[src/rtl/regfile_pkg.sv]
// Shared constants and helpers for the bypassing multi-port register file.
package regfile_pkg;

    localparam int DEFAULT_DATA_W   = 32;
    localparam int DEFAULT_NUM_REGS = 32;

    // When both write ports target the same register, port 0 (ALU writeback) is kept.
    localparam bit PORT0_WINS = 1'b1;

    // Bit offset of port k inside a packed multi-port bus whose fields are w bits wide.
    function automatic int port_lsb(input int k, input int w);
        return k * w;
    endfunction

endpackage

[src/rtl/regfile_scoreboard.sv]
// Pending-load scoreboard: one bit per register plus a running count of set bits.
module regfile_scoreboard
    import regfile_pkg::*;
#(
    parameter int NUM_REGS = DEFAULT_NUM_REGS,
    parameter int ADDR_W   = $clog2(NUM_REGS),
    parameter int ZERO_REG = 1
) (
    input  logic                clk,
    input  logic                reset,
    input  logic                issue_valid,
    input  logic [ADDR_W-1:0]   issue_addr,
    input  logic                clr_valid,
    input  logic [ADDR_W-1:0]   clr_addr,
    output logic [NUM_REGS-1:0] pending,
    output logic [ADDR_W:0]     pending_count
);

    logic set_ok;
    logic clr_ok;
    logic set_new;
    logic clr_new;

    // set_new/clr_new are real 0->1 / 1->0 transitions, so the counter tracks
    // popcount(pending) with a +1/0/-1 step instead of a full recount.
    always_comb begin
        set_ok  = issue_valid && !((ZERO_REG != 0) && (issue_addr == '0));
        clr_ok  = clr_valid && !((ZERO_REG != 0) && (clr_addr == '0));
        set_new = set_ok && !pending[issue_addr];
        clr_new = clr_ok && pending[clr_addr] && !(set_ok && (issue_addr == clr_addr));
    end

    always_ff @(posedge clk) begin
        if (reset) begin
            pending       <= '0;
            pending_count <= '0;
        end else begin
            // Clear first so a same-register issue overrides the returning load.
            if (clr_ok) pending[clr_addr] <= 1'b0;
            if (set_ok) pending[issue_addr] <= 1'b1;
            if (set_new && !clr_new)
                pending_count <= pending_count + (ADDR_W + 1)'(1);
            else if (clr_new && !set_new)
                pending_count <= pending_count - (ADDR_W + 1)'(1);
        end
    end

endmodule

[src/rtl/regfile_bypass.sv]
// Dual-write, multi-read register file with write-to-read bypass and a pending-load scoreboard.
module regfile_bypass
    import regfile_pkg::*;
#(
    parameter int DATA_W   = DEFAULT_DATA_W,
    parameter int NUM_REGS = DEFAULT_NUM_REGS,
    parameter int NUM_RD   = 2,
    parameter int ZERO_REG = 1,
    localparam int ADDR_W  = $clog2(NUM_REGS)
) (
    input  logic                     clk,
    input  logic                     reset,
    input  logic [NUM_RD*ADDR_W-1:0] rd_addr,
    output logic [NUM_RD*DATA_W-1:0] rd_data,
    output logic [NUM_RD-1:0]        rd_pending,
    input  logic                     we0,
    input  logic [ADDR_W-1:0]        waddr0,
    input  logic [DATA_W-1:0]        wdata0,
    input  logic                     we1,
    input  logic [ADDR_W-1:0]        waddr1,
    input  logic [DATA_W-1:0]        wdata1,
    input  logic                     issue_valid,
    input  logic [ADDR_W-1:0]        issue_addr,
    output logic [ADDR_W:0]          pending_count,
    output logic                     conflict_err
);

    logic [DATA_W-1:0]   mem [NUM_REGS];
    logic [NUM_REGS-1:0] pending;
    logic                w0_ok;
    logic                w1_ok;
    logic                conflict;

    // Writes to the hardwired zero register are dropped before any other logic sees them.
    always_comb begin
        w0_ok    = we0 && !((ZERO_REG != 0) && (waddr0 == '0));
        w1_ok    = we1 && !((ZERO_REG != 0) && (waddr1 == '0));
        conflict = w0_ok && w1_ok && (waddr0 == waddr1);
    end

    always_ff @(posedge clk) begin
        if (reset) begin
            for (int i = 0; i < NUM_REGS; i++) mem[i] <= '0;
            conflict_err <= 1'b0;
        end else begin
            // The later non-blocking assignment wins on an address collision.
            if (PORT0_WINS) begin
                if (w1_ok) mem[waddr1] <= wdata1;
                if (w0_ok) mem[waddr0] <= wdata0;
            end else begin
                if (w0_ok) mem[waddr0] <= wdata0;
                if (w1_ok) mem[waddr1] <= wdata1;
            end
            if (conflict) conflict_err <= 1'b1;
        end
    end

    for (genvar k = 0; k < NUM_RD; k++) begin : g_rd
        logic [ADDR_W-1:0] addr;
        logic [DATA_W-1:0] data;
        logic              pend;
        logic              hit0;
        logic              hit1;
        logic              zero_hit;

        assign addr = rd_addr[port_lsb(k, ADDR_W) +: ADDR_W];

        always_comb begin
            zero_hit = (ZERO_REG != 0) && (addr == '0);
            hit0     = w0_ok && (waddr0 == addr);
            hit1     = w1_ok && (waddr1 == addr);
            data     = mem[addr];
            if (PORT0_WINS) begin
                if (hit1) data = wdata1;
                if (hit0) data = wdata0;
            end else begin
                if (hit0) data = wdata0;
                if (hit1) data = wdata1;
            end
            // Pending shows registered state only; bypass never changes it.
            pend = pending[addr];
            if (reset || zero_hit) begin
                data = '0;
                pend = 1'b0;
            end
        end

        assign rd_data[port_lsb(k, DATA_W) +: DATA_W] = data;
        assign rd_pending[k]                          = pend;
    end

    regfile_scoreboard #(
        .NUM_REGS (NUM_REGS),
        .ADDR_W   (ADDR_W),
        .ZERO_REG (ZERO_REG)
    ) u_scoreboard (
        .clk           (clk),
        .reset         (reset),
        .issue_valid   (issue_valid),
        .issue_addr    (issue_addr),
        .clr_valid     (we1),
        .clr_addr      (waddr1),
        .pending       (pending),
        .pending_count (pending_count)
    );

endmodule

[config.mk]
export PLATFORM = sky130hd
export DESIGN_NAME = regfile_bypass
export DESIGN_NICKNAME = d
export VERILOG_FILES = /design/src/rtl/regfile_pkg.sv /design/src/rtl/regfile_scoreboard.sv /design/src/rtl/regfile_bypass.sv
export SDC_FILE = /design/constraint.sdc
export NUM_CORES = 2
export LEC_CHECK = 0
export ABC_CLOCK_PERIOD_IN_PS = 5500
export BUFFER_PORTS_ARGS = -buffer_cell sky130_fd_sc_hd__buf_2
export CORE_MARGIN = 1
export CORE_UTILIZATION = 48
export CTS_CLUSTER_SIZE = 16
export DETAILED_ROUTE_END_ITERATION = 6
export PLACE_DENSITY = 0.68
export SYNTH_ARGS = -nofsm -noshare
export SYNTH_HDL_FRONTEND = slang
export SYNTH_SLANG_ARGS = --single-unit
[constraint.sdc]
create_clock -name clk -period 5.5 [get_ports clk]
set_input_delay 0.55 -clock clk [delete_from_list [all_inputs] [get_ports clk]]
set_output_delay 0.55 -clock clk [all_outputs]
set_load 0.01 [all_outputs]
After elaboration in Yosys (flattened, before gate mapping)
Memories as Yosys holds them, arrays and structs flattened.
Index checks and enable logic that the tools add are counted.
- word-level logic and storage cells: 94
- memories: 1
- output and inout port bits: 73
- input bits: 94
- bits in writable memories: 1024
- register bits: 39
- magnitude comparators: 6
- add/sub/neg operators: 2
- bitwise logic cells: 3
- reduce and logical (&&, ||, !) cells: 34
- mux-type cells: 39
- equal/unequal tests: 6
- memory list (name ; depth ; bits a word ; rd ports ; clocked after memory_dff ; wr ports ; RTL line ; RTL):
    mem ; 32 ; 32 ; 2 ; 0 ; 32 ; regfile_bypass.sv:28 ; logic [DATA_W-1:0] mem [NUM_REGS];
- operators with widths (kind ; number):
    two-way mux 32 bit ; 11
    OR reduction 32 bit ; 2
    AND 32 bit ; 1
    NOT 32 bit ; 1
    OR 32 bit ; 1
    == test 5 bit ; 6
    logical NOT 5 bit ; 5
    less-than comparator 5 x 6 -> 1 bit (second input constant) ; 4
    binary-select mux 1 bit (select 5 bit) ; 4
    two-way mux 1 bit ; 18
    logical AND 1 bit ; 17
    two-way mux 6 bit ; 2
    demux 1 bit (select 5 bit) ; 2
    greater-or-equal comparator 5 x 1 -> 1 bit (second input constant) ; 2
    two-way mux 5 bit ; 2
    logical NOT 1 bit ; 7
    adder 6 x 1 -> 6 bit (second input constant) ; 1
    subtractor 6 x 1 -> 6 bit (second input constant) ; 1
    logical OR 1 bit ; 2
    nonzero test 2 bit ; 1

Logic depth before layout (Yosys ltp)
- depth after elaboration: 10
- depth in mapped cells: 15
- mapped depth without buffers: 13

Hierarchy
Synthesis repeated with hierarchy kept, for this count alone.
- cell total of the unflattened synthesis: 5726
- area total of the unflattened synthesis: 64047.7 µm²
- by module, submodules not included (module ; sequential area each (µm²) ; area each (µm²) ; cells each ; times used):
    regfile_bypass ; 30769.5 ; 61682.9 ; 5441 ; 1
    regfile_scoreboard ; 760.7 ; 2364.8 ; 285 ; 1

Worst setup path after synthesis
Ideal clock, no wire load.
- path type: input to register
- start point: input port waddr1[0]
- end point: memory mem[24][0] in the netlist's numbering, enable pin
- data arrival time: 3740 ps
- stages: 5
- slack: 1294 ps
- buffers on the path: 2
- setup time: 466 ps
- required time: 5034 ps
- path through: buf_2 nor2_1 nand3_1 clkbuf_1 o21ai_0
- RTL lines (what ; RTL line ; RTL):
    start, declared ; regfile_bypass.sv:20 ; input logic [ADDR_W-1:0] waddr1,
    end, declared ; regfile_bypass.sv:28 ;

Final worst setup path
- start point: input port rd_addr[2]
- end point: output port rd_data[11]
- cells in the longest elaborated chain, start to end: 5
- elaborated cells between the ends (all ways): 10
- those cells by class: eq/ne: 2; mux: 3; reduce/logical: 4; memory: 1
- RTL lines (what ; RTL line ; RTL):
    start, declared ; regfile_bypass.sv:13 ; input logic [NUM_RD*ADDR_W-1:0] rd_addr,
    branches (longest 4 deep; another with memory (32 x 32 bit)) ; -- ;
    two-way mux 32 bit (*) ; regfile_bypass.sv:82 ; if (reset || zero_hit) begin
    end, declared ; regfile_bypass.sv:14 ; output logic [NUM_RD*DATA_W-1:0] rd_data,
Mark *: on every way between the ends.

==> metrics <==
grt ovf 0; Core Util, Final 0.532; drt pass-1 iters 7; count of input and output buffers 166; Die Area between 100000 and 150000 µm²; TritonCTS buffer count 111; Slew @ Worst Pin 1.36 ns; asr flop ratio synth 0; Area growth syn-to-layout 9.96%; Post-Syn Area about 63000 µm²; CP cell instances buf_8 > buf_4 > or2_2 > o41a_2 > buf_4 > o21ai_0 > nor4_1 > buf_2; Max-Cap Viols 0; Slew HR 0.0910; Main synth FF type edfxtp_1; layout cells sized above 1 0.269; Achievable Freq 222 MHz; Place WS 1.09 ns; net count reported at finish 4418; dominant cell type by area after synthesis edfxtp_1; area fraction of the dominant cell type after synthesis 0.490; fin crit period 4.50 ns; Post-CTS Setup Bufs 0; CTS tree built; DPL Wire Length 139000 µm; CTS Root Cell clkbuf_16; vias 48900; Gate Count Post-Synth 4572; clk slew on worst S/H paths 0.06 ns; skew final 0.0111 ns; DR WL/cell 40.4 µm; Initial Util 0.484; post-route setup slack 1.00 ns; Pwr per Cell Area 293 nW/µm²; Final Hold Vio Count 0; Worst path max stage delay 0.71 ns; Net Sw Frac 0.270; Post-CTS Hold Fix Bufs 0; clock share of power 0.381; syn_area_per_cell 13.7 µm²; I/O pins 167; number of global-route vias before repair approximately 48000; CTS resizes 0; YS warnings 0; Detailed Route Iter0 Violations 8573; DRT Wirelength 249000 µm; Sequential Power Share 0.475; antenna violations before repair 7; antenna-violating nets left 0; Hold Path Class in2reg; Remaining DRCs 2; P_leak 22.7 nW; WP data required 4.95 ns; maximum VDD drop 0.246 mV; Clock Sinks 1063; run status complete, but fails checks; count of final setup violators 0; switching power roughly 5.5 mW; routability cong. 0.922; top-count cell post-synth edfxtp_1; Worst setup SP type primary input; Top cell by count, worst path buf_4; crit path DAT 3.95 ns; Internal 14.7 mW; wire length of the first global-routing pass 348000 µm; period utilization 0.818; RSZ-0062 raised after global routing false; failing checks DRC; fin. max-slew vios 0; H-tree level count 3; Post-synth EDFFs 1024; hold_ws 0.248 ns; Clk Latency, worst-skew pair 0.71 ns; sequential-to-total area share from yosys stat 0.503; Crit Path Class in2out; combinational power share 0.144; Synth area leaders edfxtp_1, mux4_2, a22o_1; CTS Buffer Depth 3; Commonest cells post-synth edfxtp_1, a22o_1, mux4_2, clkbuf_1, nand2_1; Rows roughly 130; Die Wd 364 µm; gr usage total 0.373; CP Capture Type output pin; Die Span Y 364 µm; Avg Vias per Cell between 7 and 8; critical path's slowest cell o41a_2; largest net degree at the start of global routing 113; Synth Register Bits 1063; Core Box Area 130000 µm²; setup tns final 0 ns; post-synth cell types 68; CP Max Fanout 53
-- stage by stage --
stage	cell area, µm²	total power [mW]	cells
CTS	69000	20.1	6152
global placement	65300	12.5	5946
floorplan	62900	11.5	4603
finish	69000	20.2	6158
global route	69000	20.6	6154
detailed placement	65300	12.6	5946
-- cells in the final DEF (no fill, tap or decap), types with 31 or more instances in the layout --
cell type and count:
edfxtp_1 1024, a22o_1 899, mux4_2 560, nand2_1 329, a22oi_1 186, buf_2 159, buf_4 151, clkbuf_16 113
nor4_1 96, o21ai_1 81, o21ai_0 79, inv_1 42, nor3_1 39, dfxtp_1 39, nor2_1 36, a21oi_1 36
a31oi_1 32, conb_1 32, nor2_4 31, o31ai_1 31
-- path summary, 6_finish.rpt --
check,from,to,slack [ns],cells past startpoint
worst max-delay path,rd_addr[2],rd_data[11],1.00,8
worst min-delay path,reset,u_scoreboard.pending[0]$_SDFF_PP0_,0.25,2
worst max register to register,u_scoreboard.pending[7]$_SDFF_PP0_,u_scoreboard.pending_count[5]$_SDFFE_PP0P_,1.79,11
worst min register to register,conflict_err$_SDFFE_PP0P_,conflict_err$_SDFFE_PP0P_,0.48,1
-- power groups by stage --
stage               clock [mW]  combinational, mW  sequential [mW]
floorplan                    0               1.85             9.69
detailed placement           0               2.80             9.77
global route              7.93               2.97             9.66
finish                    7.69               2.91             9.60
CTS                       7.64               2.81             9.60
global placement             0               2.78             9.72
-- cells by family (layout without fill, tap and decap cells) --
group,count (synthesis),count (layout),share of synthesized area
AO/OA/AOI/OAI,1452,1452,0.186
multiplexers,595,595,0.207
XOR/XNOR,34,34,0.00475
buffers and inverters,775,583,0.0501
AND/OR/NAND/NOR,646,646,0.0485
other,1,37,0.0000598
flip-flops,1063,1063,0.503
adder cells (fa/ha/maj),6,6,0.00132
-- routing by layer --
layer,global-route usage,vias to the layer above,wire [µm]
met5,0.00980,-,149
met1,0.456,24200,80200
met2,0.552,5048,109000
met3,0.129,1185,39800
li1,-,18500,-
met4,0.261,8,20000
-- area by class of cell --
class | instances | area [µm²]
fillers | 10400 | 60700
flip-flops and latches | 1063 | 31500
repair buffers | 333 | 2360
multi-input cells | 2765 | 29100
clock inverters | 73 | 677
diodes | 5 | 12.5
well taps | 1742 | 2180
inverters | 44 | 165
clock buffers | 133 | 2930
-- worst max-delay path, delay by kind of cell --
family	cells	cell delay, ns
simple gates	2	0.83
buf+inv	4	1.70
compound gates	2	0.82
-- registers in the layout (all words and copies together), names as in the netlist --
name and count:
u_scoreboard.pending_count 6, conflict_err 1, u_scoreboard.pending 32, mem 1024
Note: power is estimated with default switching activity, not from simulation.
